## src/rtl/multicycle_ctrl.sv

```systemverilog
// Multicycle control sequencer: fetch/decode/execute/memory/write-back FSM that
// owns the instruction register, the sign-extended immediate and all datapath strobes.
module multicycle_ctrl #(
  parameter int DW = 16
) (
  input  logic          clk,
  input  logic          rst_n,
  input  logic          start,
  input  logic [DW-1:0] mem_rdata,
  input  logic          mem_ready,
  input  logic          alu_zero,
  output logic          mem_req,
  output logic          mem_we,
  output logic          addr_sel,
  output logic          ir_we,
  output logic          pc_we,
  output logic          pc_src,
  output logic [1:0]    alu_op,
  output logic          alu_b_sel,
  output logic          reg_we,
  output logic          wb_sel,
  output logic [3:0]    rd_addr,
  output logic [3:0]    rs_addr,
  output logic [3:0]    rt_addr,
  output logic [DW-1:0] imm_q,
  output logic          busy,
  output logic          halted,
  output logic          illegal
);

  typedef enum logic [2:0] {
    S_IDLE, S_FETCH, S_DECODE, S_EXEC, S_MEM, S_WB, S_HALT
  } state_t;

  state_t        state_reg;
  logic [DW-1:0] ir_reg;
  logic [DW-1:0] imm_reg;
  logic          illegal_reg;
  logic          armed_reg;

  logic [3:0] op;
  logic       is_rtype, is_addi, is_lw, is_sw, is_beq, is_halt, is_ill;

  assign op       = ir_reg[15:12];
  assign is_rtype = (op[3:2] == 2'b00);
  assign is_addi  = (op == 4'h4);
  assign is_lw    = (op == 4'h5);
  assign is_sw    = (op == 4'h6);
  assign is_beq   = (op == 4'h7);
  assign is_halt  = (op == 4'hF);
  assign is_ill   = op[3] && !is_halt;

  // armed_reg blocks a start that coincides with the first edge after reset release.
  always_ff @(posedge clk or negedge rst_n) begin
    if (!rst_n) begin
      state_reg   <= S_IDLE;
      ir_reg      <= '0;
      imm_reg     <= '0;
      illegal_reg <= 1'b0;
      armed_reg   <= 1'b0;
    end else begin
      armed_reg <= 1'b1;
      case (state_reg)
        S_IDLE: begin
          if (start && armed_reg) state_reg <= S_FETCH;
        end
        S_FETCH: begin
          if (mem_ready) begin
            ir_reg    <= mem_rdata;
            state_reg <= S_DECODE;
          end
        end
        S_DECODE: begin
          imm_reg <= {{(DW-4){ir_reg[3]}}, ir_reg[3:0]};
          if (is_ill) illegal_reg <= 1'b1;
          state_reg <= is_halt ? S_HALT : S_EXEC;
        end
        S_EXEC: begin
          if (is_rtype || is_addi)  state_reg <= S_WB;
          else if (is_lw || is_sw)  state_reg <= S_MEM;
          else                      state_reg <= S_FETCH;
        end
        S_MEM: begin
          if (mem_ready) state_reg <= is_lw ? S_WB : S_FETCH;
        end
        S_WB: begin
          state_reg <= S_FETCH;
        end
        S_HALT: begin
          if (start) state_reg <= S_FETCH;
        end
        default: state_reg <= S_IDLE;
      endcase
    end
  end

  // ALU selects follow the opcode through EXEC, MEM and WB so the result stays valid.
  logic [1:0] op_alu;
  logic       op_b_sel;

  always_comb begin
    op_alu   = 2'b00;
    op_b_sel = 1'b0;
    if (is_rtype) begin
      op_alu = op[1:0];
    end else if (is_addi || is_lw || is_sw) begin
      op_b_sel = 1'b1;
    end else if (is_beq) begin
      op_alu = 2'b01;
    end
  end

  always_comb begin
    mem_req   = 1'b0;
    mem_we    = 1'b0;
    addr_sel  = 1'b0;
    ir_we     = 1'b0;
    pc_we     = 1'b0;
    pc_src    = 1'b0;
    alu_op    = 2'b00;
    alu_b_sel = 1'b0;
    reg_we    = 1'b0;
    wb_sel    = 1'b0;
    case (state_reg)
      S_FETCH: begin
        mem_req = 1'b1;
        ir_we   = mem_ready;
        pc_we   = mem_ready;
      end
      S_EXEC: begin
        alu_op    = op_alu;
        alu_b_sel = op_b_sel;
        if (is_beq) begin
          pc_src = 1'b1;
          pc_we  = alu_zero;
        end
      end
      S_MEM: begin
        alu_op    = op_alu;
        alu_b_sel = op_b_sel;
        mem_req   = 1'b1;
        addr_sel  = 1'b1;
        mem_we    = is_sw;
      end
      S_WB: begin
        alu_op    = op_alu;
        alu_b_sel = op_b_sel;
        reg_we    = 1'b1;
        wb_sel    = is_lw;
      end
      default: ;
    endcase
  end

  // BEQ compares rd with rs, so rd is routed onto the rt read port during EXEC.
  assign rd_addr = ir_reg[11:8];
  assign rs_addr = ir_reg[7:4];
  assign rt_addr = (state_reg == S_EXEC && is_beq) ? ir_reg[11:8] : ir_reg[3:0];
  assign imm_q   = imm_reg;
  assign busy    = (state_reg != S_IDLE) && (state_reg != S_HALT);
  assign halted  = (state_reg == S_HALT);
  assign illegal = illegal_reg;

endmodule

```

## config.mk

```make
export PLATFORM = sky130hd
export DESIGN_NAME = multicycle_ctrl
export DESIGN_NICKNAME = d
export VERILOG_FILES = /design/src/rtl/multicycle_ctrl.sv
export SDC_FILE = /design/constraint.sdc
export NUM_CORES = 1
export LEC_CHECK = 0
export ABC_AREA = 1
export BUFFER_PORTS_ARGS = -buffer_cell sky130_fd_sc_hd__buf_2
export CAP_MARGIN = 40
export CORE_ASPECT_RATIO = 1.75
export CORE_UTILIZATION = 42
export CTS_BUF_LIST = sky130_fd_sc_hd__clkbuf_16
export CTS_CLUSTER_SIZE = 16
export DETAILED_ROUTE_END_ITERATION = 8
export PLACE_DENSITY = 0.75
export RECOVER_POWER = 50
export SLEW_MARGIN = 20
export SYNTH_ARGS = -nofsm -noshare
export SYNTH_HDL_FRONTEND = slang
export SYNTH_SLANG_ARGS = --single-unit
```

## constraint.sdc

```tcl
create_clock -name clk -period 1.2 [get_ports clk]
set_clock_uncertainty 0.05 [all_clocks]
set_input_delay 0.06 -clock clk [delete_from_list [all_inputs] [get_ports clk]]
set_output_delay 0.06 -clock clk [all_outputs]
set_load 0.02 [all_outputs]
```

==> flow_summary.yaml <==
synth:
  synth-seq-cells: 25
  synth_area_leader_cell: "dfrtp_1"
  yosysTopAreaCellShare: 0.437
  yosysWarnings: 0
  synth_nets: 209
  synth-seq-area-share: 0.437
  yosysUniqueCellTypes: 19
  syn_avg_cell_area_sq_um: 7.61
  synth_area_leaders: "dfrtp_1, nand2_1, buf_4"
  synth_cells: 188
  synthesis.area_sq_um: 1430
clock_tree:
  cts_buffer_depth: 2
  cts_sinks: 25
  clk_transition_reported_paths_ns: 0.06
  worstSkewPairLatency_ns: 0.26
  cts_root_buffer: "clkbuf_16"
  cts_tree: "yes"
  cts-htree-levels: 1
  numCtsBuffers: 3
worst_setup_path:
  setup.worst_path.start_class: "register"
  critPathTopFamily: "buffers and inverters"
  cp_cell_sequence: "buf_4 -> buf_6 -> o21ai_4 -> inv_2 -> nor4_4 -> buf_4"
  required_ns: 1.09
  cp_num_cells: 6
  max_stage_delay_ns: 0.43
  crit_start: "state_reg[2]$_DFFE_PN0P_"
  cp.buffers_inverters: 4
  r2r_start: "state_reg[1]$_DFFE_PN0P_"
  worstSetupPathType: "register to output pin"
  reg2reg_depth: 10
  end_kind: "output pin"
  crit_fanout: 4
  arrival_ns: 1.49
  cpMostUsedCell: "buf_4"
  cpMaxStageDelayCell: "dfrtp_2"
global_routing:
  first_global_vias: 1616
  grt_max_degree: 26
  grt_overflow: 0
  grt_pass1_wl_microns: 7090
  grt_usage: 0.268
  antenna_found_initial: 0
power:
  p_leak_nw: 1.38
  power_switching_mw: 3.19
  irDropWorstVdd_mv: 1.54
  p_seq_frac: 0.220
  pwr-share-clk: 0.111
  p_int_mw: 3.70
  p_total_mw: 6.89
  switching_share: 0.463
  power.density_nw_per_um2: 2680
  p_comb_frac: 0.669
sta:
  rsz0062_at_grt: "yes"
  setup_viol: 41
  period_share: 1.33
  fmax_mhz: 626
  slew_viol_final: 0
  timing_hold_violations_final: 0
  holdWs_ns: 0.153
  worstMarginPinSlew_ns: 0.617
  slew-limit-headroom: 0.589
  period_minus_slack_ns: 1.60
  final_critical_path_setup_slack_ns: -0.398
floorplanning:
  start_util: 0.446
  dieArea_sq_um: 3650
  rows: 27
  ios: 63
  die_width_microns: 46.1
  core_sq_um: 3210
  die_h_microns: 79.2
worst_hold_path:
  hp-class: "input port to register"
  hp-start: "start"
  hold_depth: 6
routing:
  totalWireLength_microns: 4750
  drc_errors: 0
  first_iter_violations: 57
  dr.pass1.iters: 4
  num_vias: 1626
  ant_nets: 0
  vias_per_cell: 4.85
  wire_per_inst_microns: 14.2
outcome:
  violations: "negative setup slack"
  run_status: "complete, but fails checks"
place:
  hpwl_microns: 2540
  place_area_sq_um: 1880
  routabilityCongestion: 0.837
  portBuffers: 62
final_layout:
  fin_area_sq_um: 2570
  area_growth_pct: 79.5
  largest_reg_flops: 16
  n_antenna_cell: 0
  drive_above_1_share: 0.541
  layout.nets: 314
  fin_util: 0.800
job:
  cap_viol_max_count: 0
==> cell families (layout without fill, tap and decap cells) <==
group	Yosys count	count (layout)	share of synthesized area
simple gates	87	88	0.268
buf+inv	46	149	0.189
compound gates	29	29	0.103
flops	25	25	0.437
other cells	1	1	0.00262
==> power by group through the flow <==
stage	Combinational [mW]	Clock, mW	Sequential, mW
floorplan	2.29	0	1.57
CTS	4.23	0.766	1.49
global route	4.95	0.815	1.56
finish	4.61	0.764	1.52
global placement	3.20	0	1.46
detailed placement	3.26	0	1.47
==> cells in the final DEF, fill, tap and decap left out, drive strengths merged <==
cell type	instances
nand3	8
nor4	3
nand2	61
conb	1
clkinv	1
dfrtp	25
clkbuf	4
buf	104
a21o	1
o21ai	28
nor2	15
inv	23
dlygate4sd3	17
nand4	1
==> cells in the mapped netlist <==
cell,n
nand3_1,8
a21o_1,1
nor2_4,1
clkinv_1,1
inv_1,21
nand2_2,2
conb_1,1
nand4_1,1
nand2_1,57
nor2_8,1
buf_6,3
o21ai_1,1
inv_2,1
nand2_4,1
nor4_1,3
nor2_1,13
dfrtp_1,25
o21ai_0,27
buf_4,20
==> metrics by stage <==
stage	setup WS (ns)	TNS, ns	cells
after floorplan	-0.0742	-1.16	188
after global placement	-0.145	-3.01	295
after detailed placement	-0.177	-3.66	295
after CTS	-0.373	-11.87	331
after global routing	-0.464	-15.17	335
final	-0.398	-12.28	335
==> routing by layer <==
metal | vias to the layer above | GRT usage | share of wire
met5 | - | 0 | 0
li1 | 788 | - | -
met3 | 17 | 0.0227 | 0.026
met1 | 763 | 0.287 | 0.37
met4 | 0 | 0.115 | 0.031
met2 | 58 | 0.496 | 0.58
==> path summary, 6_finish.rpt <==
kind	to	slack, ns
setup / recovery	alu_op[1]	-0.40
hold / removal	state_reg[2]$_DFFE_PN0P_	0.15
setup reg to reg	ir_reg[1]$_DFFE_PN0P_	-0.37
hold reg to reg	illegal$_DFFE_PN0P_	0.40
max in group asynchronous	state_reg[2]$_DFFE_PN0P_	0.36
min in group asynchronous	ir_reg[11]$_DFFE_PN0P_	0.29
==> what timing repair did <==
item | in CTS | in global routing
hold buffers | 17 | 0
hold endpoints to repair | 41 | 0
endpoints found under the setup margin | 36 | 41
buffers inserted | 13 | 5
pin swaps | 9 | 9
resized for setup | 56 | 24
cloned | 2 | 1
==> worst min-delay path: cells and delay by family <==
kind                   cells  cell delay, ns
buffers and inverters      2            0.14
and+or+nand+nor            4            0.22
==> layout make-up <==
cell class	instances	area, sq um
multi-input cells	118	738
clock buffers	3	75.1
repair buffers	122	972
clock inverters	1	8.76
well taps	43	53.8
fillers	184	642
inverters	23	91.3
flip-flops and latches	25	628
Power figures use the tool's default switching activity.
